==> config.mk <==
export PLATFORM = sky130hd
export DESIGN_NAME = bus_read_return
export DESIGN_NICKNAME = d
export VERILOG_FILES = /design/src/rtl/brr_pkg.sv /design/src/rtl/brr_timeout_ctr.sv /design/src/rtl/bus_read_return.sv
export SDC_FILE = /design/constraint.sdc
export NUM_CORES = 1
export LEC_CHECK = 0
export CAP_MARGIN = 0
export CORE_ASPECT_RATIO = 1.5
export CORE_MARGIN = 2
export CORE_UTILIZATION = 34
export DETAILED_ROUTE_END_ITERATION = 10
export GPL_TIMING_DRIVEN = 0
export HOLD_SLACK_MARGIN = 0.06
export MAX_ROUTING_LAYER = met4
export PLACE_DENSITY = 0.83
export SKIP_CTS_REPAIR_TIMING = 1
export SYNTH_ARGS = -nofsm -noshare
export SYNTH_HDL_FRONTEND = slang
export SYNTH_HIERARCHICAL = 1
export SYNTH_SLANG_ARGS = --single-unit
==> constraint.sdc <==
create_clock -name clk -period 2.3 [get_ports clk]
set_clock_uncertainty 0.1 [all_clocks]
set_input_delay 0.345 -clock clk [delete_from_list [all_inputs] [get_ports clk]]
set_output_delay 0.345 -clock clk [all_outputs]
set_load 0.05 [all_outputs]
==> src/rtl/brr_pkg.sv <==
// Shared types and helpers for the bus read-return path.
package brr_pkg;

    typedef enum logic [1:0] {
        IDLE,
        WAIT,
        RESP
    } brr_state_e;

    // Fill bit for rsp_data on any error response.
    localparam bit BRR_ERR_FILL = 1'b0;

    function automatic logic brr_sel_ok(input int unsigned sel, input int unsigned nch);
        return sel < nch;
    endfunction

endpackage

==> src/rtl/brr_timeout_ctr.sv <==
// WAIT-phase timeout counter for bus_read_return (built only with BRR_TIMEOUT_EN).
module brr_timeout_ctr #(
    parameter int TIMEOUT_CYC = 16
) (
    input  logic clk,
    input  logic rst_n,
    input  logic clear,
    input  logic en,
    output logic expired
);

    localparam int CNT_W = $clog2(TIMEOUT_CYC + 1);
    localparam logic [CNT_W-1:0] LIMIT = CNT_W'(TIMEOUT_CYC);

    logic [CNT_W-1:0] cnt_q, cnt_d;

    always_comb begin
        cnt_d = cnt_q;
        if (clear) begin
            cnt_d = '0;
        end else if (en && cnt_q != LIMIT) begin
            cnt_d = cnt_q + 1'b1;
        end
    end

    always_ff @(posedge clk or negedge rst_n) begin
        if (!rst_n) begin
            cnt_q <= '0;
        end else begin
            cnt_q <= cnt_d;
        end
    end

    // Count holds the number of completed WAIT cycles, so this flags the
    // last permitted WAIT cycle and stays set until cleared.
    assign expired = (cnt_q >= LIMIT - 1'b1);

endmodule

==> src/rtl/bus_read_return.sv <==
// Single-outstanding read-data return path: select slave, wait for rvalid, hold response.
// Optional WAIT timeout is built when BRR_TIMEOUT_EN is defined.
module bus_read_return
    import brr_pkg::*;
#(
    parameter int WIDTH       = 32,
    parameter int NCH         = 5,
    parameter int SEL_W       = 3,
    parameter int TIMEOUT_CYC = 16
) (
    input  logic                 clk,
    input  logic                 rst_n,
    input  logic                 req_valid,
    output logic                 req_ready,
    input  logic [SEL_W-1:0]     req_sel,
    input  logic [NCH-1:0]       slv_rvalid,
    input  logic [NCH*WIDTH-1:0] slv_rdata,
    output logic                 rsp_valid,
    input  logic                 rsp_ready,
    output logic [WIDTH-1:0]     rsp_data,
    output logic                 rsp_err
);

    brr_state_e       state_q, state_d;
    logic [SEL_W-1:0] sel_q, sel_d;
    logic [WIDTH-1:0] rsp_data_q, rsp_data_d;
    logic             rsp_err_q, rsp_err_d;

    logic [WIDTH-1:0] sel_rdata;
    logic             sel_rvalid;
    logic             tmo_expired;

    // Mux by compare rather than direct index so sel_q never addresses past NCH.
    always_comb begin
        sel_rdata  = '0;
        sel_rvalid = 1'b0;
        for (int i = 0; i < NCH; i++) begin
            if (sel_q == SEL_W'(i)) begin
                sel_rdata  = slv_rdata[i*WIDTH +: WIDTH];
                sel_rvalid = slv_rvalid[i];
            end
        end
    end

`ifdef BRR_TIMEOUT_EN
    brr_timeout_ctr #(
        .TIMEOUT_CYC (TIMEOUT_CYC)
    ) u_tmo (
        .clk     (clk),
        .rst_n   (rst_n),
        .clear   (state_q == IDLE),
        .en      (state_q == WAIT),
        .expired (tmo_expired)
    );
`else
    assign tmo_expired = 1'b0;
`endif

    always_comb begin
        state_d    = state_q;
        sel_d      = sel_q;
        rsp_data_d = rsp_data_q;
        rsp_err_d  = rsp_err_q;
        unique case (state_q)
            IDLE: begin
                if (req_valid) begin
                    if (brr_sel_ok(32'(req_sel), NCH)) begin
                        sel_d   = req_sel;
                        state_d = WAIT;
                    end else begin
                        rsp_data_d = {WIDTH{BRR_ERR_FILL}};
                        rsp_err_d  = 1'b1;
                        state_d    = RESP;
                    end
                end
            end
            WAIT: begin
                // Data takes priority over a timeout expiring in the same cycle.
                if (sel_rvalid) begin
                    rsp_data_d = sel_rdata;
                    rsp_err_d  = 1'b0;
                    state_d    = RESP;
                end else if (tmo_expired) begin
                    rsp_data_d = {WIDTH{BRR_ERR_FILL}};
                    rsp_err_d  = 1'b1;
                    state_d    = RESP;
                end
            end
            RESP: begin
                if (rsp_ready) begin
                    state_d = IDLE;
                end
            end
            default: state_d = IDLE;
        endcase
    end

    always_ff @(posedge clk or negedge rst_n) begin
        if (!rst_n) begin
            state_q    <= IDLE;
            sel_q      <= '0;
            rsp_data_q <= '0;
            rsp_err_q  <= 1'b0;
        end else begin
            state_q    <= state_d;
            sel_q      <= sel_d;
            rsp_data_q <= rsp_data_d;
            rsp_err_q  <= rsp_err_d;
        end
    end

    assign req_ready = (state_q == IDLE);
    assign rsp_valid = (state_q == RESP);
    assign rsp_data  = rsp_data_q;
    assign rsp_err   = rsp_err_q;

endmodule

# After elaboration in Yosys (flattened, before gate mapping)
# Cells that the tools add are included.
# totals
word_cells	44
regBits	38
# classes
mux	23
n_lt_le_gt_ge	1
n_eq_ne	10
reduce_logical	6
# op_table
op	n
$mux 32	8
$pmux 32 s2	1
$mux 1	8
$mux 2	4
$eq 3x2->1 const B	2
$ne 2x2->1 const B	3
$pmux 2 s3	1
$reduce_and 3->1	2
$reduce_and 4->1	1
$eq 3x1->1 const B	1
$eq 3x3->1 const B	1
$logic_not 3->1	1
$lt 3x3->1 const B	1
$eq 2x1->1 const B	1
$eq 2x2->1 const B	1
$logic_not 2->1	1
$ne 2x1->1 const B	1
$pmux 1 s2	1
$reduce_bool 2->1	1

# Logic depth before layout (Yosys ltp)
# depth
ltp_word	8
depth_mapped	7
depth_no_buf	4

# Worst setup path before layout
# Ideal clock, no wire load.
# synth_path
kind	register -> register
from	register sel_q[1]
to	register rsp_data_q[15], in the netlist rsp_data[15]
path_buffers	2
t_arrival_ns	1.822
synth_period_minus_slack_ns	2.046
required_time_ns	2.075
path_stages_with_launch	7
slack_ns	0.254
setup_time_ns	0.125
path_cell_list	dfrtp_1 > buf_2 > and4bb_2 > a21oi_1 > a311oi_4 > buf_6 > mux2_2
# synth_via
elab_chain_cells	8
elab_cells_between_ends	19
cone_classes	eq/ne (5); mux (12); reduce/logical (2)
# synth_rtl
element	line	source
start: declaration	bus_read_return.sv:25	logic [SEL_W-1:0] sel_q, sel_d;
start signal: assignment	bus_read_return.sv:106	sel_q <= sel_d;
$logic_not 3->1	bus_read_return.sv:38	if (sel_q == SEL_W'(i)) begin
$mux 1 or $mux 32 (tied branches) (5 in series)	bus_read_return.sv:38	
$ne 2x2->1 (no line) or $mux 32 (tied branches)	-	
$reduce_and 4->1 (no line) or $pmux 32 s2 (tied branches)	-	
end signal: assignment	bus_read_return.sv:107	rsp_data_q <= rsp_data_d;
end: declaration	bus_read_return.sv:26	logic [WIDTH-1:0] rsp_data_q, rsp_data_d;
# Parallel ways exist; a longest one is shown, timed or not. The select of a mux whose other input is x is not followed.
# A chain may end at the register's enable or synchronous reset.

# Worst setup path after layout
# layout_path
from	register state_q[0]
to	output port req_ready
# layout_via
elab_chain_cells	1
# layout_rtl
element	line	source
start: declaration	bus_read_return.sv:24	brr_state_e state_q, state_d;
start signal: assignment	bus_read_return.sv:105	state_q <= state_d;
$logic_not 2->1	bus_read_return.sv:112	assign req_ready = (state_q == IDLE);
end: declaration	bus_read_return.sv:14	output logic req_ready,
# Every way passes these cells.

==> metrics.txt <==
# nets final 564; Netlist cell types 24; Fin. Hold Viols 0; MaxCap Viol Count 0; initial antenna violation count 0; final period utilization 96.4%; WL/cell approximately 18 um; I/O Buffers roughly 200; clock period minus worst slack 2.22 ns; Initial Utilization roughly a third; Pre-Repair DR Iteration Count 5; register area share after synthesis 36.4%; EDFF count, synth 0; Antenna diodes 0; 1st-iter DRT viols 108; worst slew pin tran 0.888 ns; Internal Power 3210 uW; Most used DFF post-synth dfrtp_1; most common cell after layout, fill and taps aside clkdlybuf4s50_1; commonest cells after routing, fill and taps aside 204 x clkdlybuf4s50_1, 38 x dfrtp_1, 35 x mux2_2; total placed cells including tap cells 484; Mapped Cells between 150 and 200; syn_area_per_cell 14.8 um2; Seq pwr share 20.3%; Leak 0.00201 uW; P_sw 2470 uW; class of the worst hold path in -> async; Die Ht between 100 and 150 um; Critical Path End Type primary output; Vias/cell 5.24; first-pass GRT wire length 14,100 um; power share of the combinational group 68.6%; Max IR drop VDD between 0.5 and 0.6 mV; Reg clk slew, reported paths 0.05 ns; syn nets 348; die area about 8400 um2; pin count of the biggest net entering global routing 39; DP HPWL about 7300 um; Die X between 70 and 80 um; RSZ-0062 raised after global routing no; Synth Register Bits 38; total CTS buffers 5; final core occ 66.0%; CP Buf/Inv Count 2; status finished, final reports clean; vias in the first global route 2,819; GPL Wtd Cong 0.846; critical path, cell by cell buf_2 > nor2_1 > clkdlybuf4s50_1; Crit-path slowest cell clkdlybuf4s50_1; gr usage total 22.6%; TritonCTS clock tree done; register-to-register setup slack approximately 0.18 ns; non-filler cells, final 494; startpoint types flop; Clk network pwr share between 10% and 20%; Area growth syn-to-layout 89.8%; Final Setup Violations 0; CTS Sinks 38; relative slew slack between 40 and 50%; CP required approximately 1.9 ns; core area ~7500 um2; DP Worst Slack -0.201 ns; DR DRC count 0; grt total ovfl 0; share of layout cells above drive strength 1 between 20% and 30%; Top delay family on crit path buffers and inverters; Sw Ratio 43.5%; Synth async-reset ratio between 90% and 100%; Worst-Skew Late Latency ~0.27 ns; Root Buffer clkbuf_16; post-route ant nets 0; Crit Path Category reg -> out; critical-path maximum fanout 8; Worst EP arrival 1.77 ns; total wire length 8880 um; IO Count approximately 210; Clock Path Buffers 2; Pwr Density between 1000 and 1500 nW/um2; # rows 39; Cell Area, Synth 2610 um2; vias 2,589; setup ws final 0.0826 ns; Achievable Freq 451 MHz; H-Tree Depth 2; Crit path largest cell delay 0.83 ns; pins over their slew limit 0; Yosys Warn Count 6
-- area by class of cell --
cell class                 instances  area, um2
fill                             633       2550
tap                              102        128
timing repair buffer             209       2080
buffer                            19        104
sequential                        38        951
clock buffer                       7        133
multi-input combinational        117       1560
inverter                           2       7.51
-- power by group through the flow --
stage	Clock [uW]	Sequential (uW)	Combinational, uW
floorplan	0	2110	1670
global placement	0	1150	3860
detailed placement	0	1160	3890
CTS	649	1150	3900
global route	678	1190	4120
finish	629	1150	3890
-- kinds of logic after synthesis --
group           Yosys count  share of synthesized area [%]
compound gates           37                           12.7
buf+inv                  21                           4.26
flops                    38                           36.4
mux                      70                           43.9
simple gates             10                           2.73
-- path summary, 6_finish.rpt --
path | from | endpoint | depth (start not counted)
max | state_q[0] | req_ready | 3
min | rst_n | rsp_data[31] | 1
max reg2reg | sel_q[1] | rsp_data[12] | 5
min reg2reg | rsp_data[8] | rsp_data[8] | 1
max in group asynchronous | rst_n | rsp_data[23] | 1
min in group clk | rsp_data[8] | rsp_data[8] | 1
-- cell usage after synthesis, types with 2 or more instances --
cell type | instances | area share (%)
nor2_1 | 2 | 0.29
buf_2 | 5 | 0.96
mux4_2 | 32 | 28
dfrtp_1 | 38 | 36
nand3b_1 | 2 | 0.57
mux2_1 | 2 | 0.86
buf_6 | 3 | 1.3
clkbuf_1 | 9 | 1.3
inv_1 | 2 | 0.29
mux2_2 | 35 | 15
a21oi_1 | 2 | 0.38
a22o_1 | 32 | 11
-- per-stage QoR --
step                total power, uW  hold slack, ns  TNS [ns]  instance area, um2
floorplan                      3790         -0.0506         0                2610
global placement               5000           0.368    -12.41                4800
detailed placement             5060           0.395     -5.34                4800
CTS                            5710           0.118    -0.705                4930
global route                   6000           0.156         0                4960
finish                         5670          0.0852         0                4960
-- worst register-to-register path, delay by kind of cell (launching register included) --
family | cells | cell delay, ns
AO/OA/AOI/OAI | 1 | 0.20
multiplexers | 2 | 0.68
flip-flops | 1 | 0.32
buffers and inverters | 2 | 0.71
-- sequential cells by signal, summed over array words and instances (netlist names) --
name and count:
state_q 2, sel_q 3, rsp_data 32, rsp_err 1
-- metal layers --
metal	routed length, um	vias to the layer above	track usage (%)
met2	4960	120	38.5
met1	3110	1293	26.0
li1	-	1155	-
met3	557	21	4.34
met4	243	0	7.25
met5	0	-	-
Note: power is estimated with default switching activity, not from simulation.
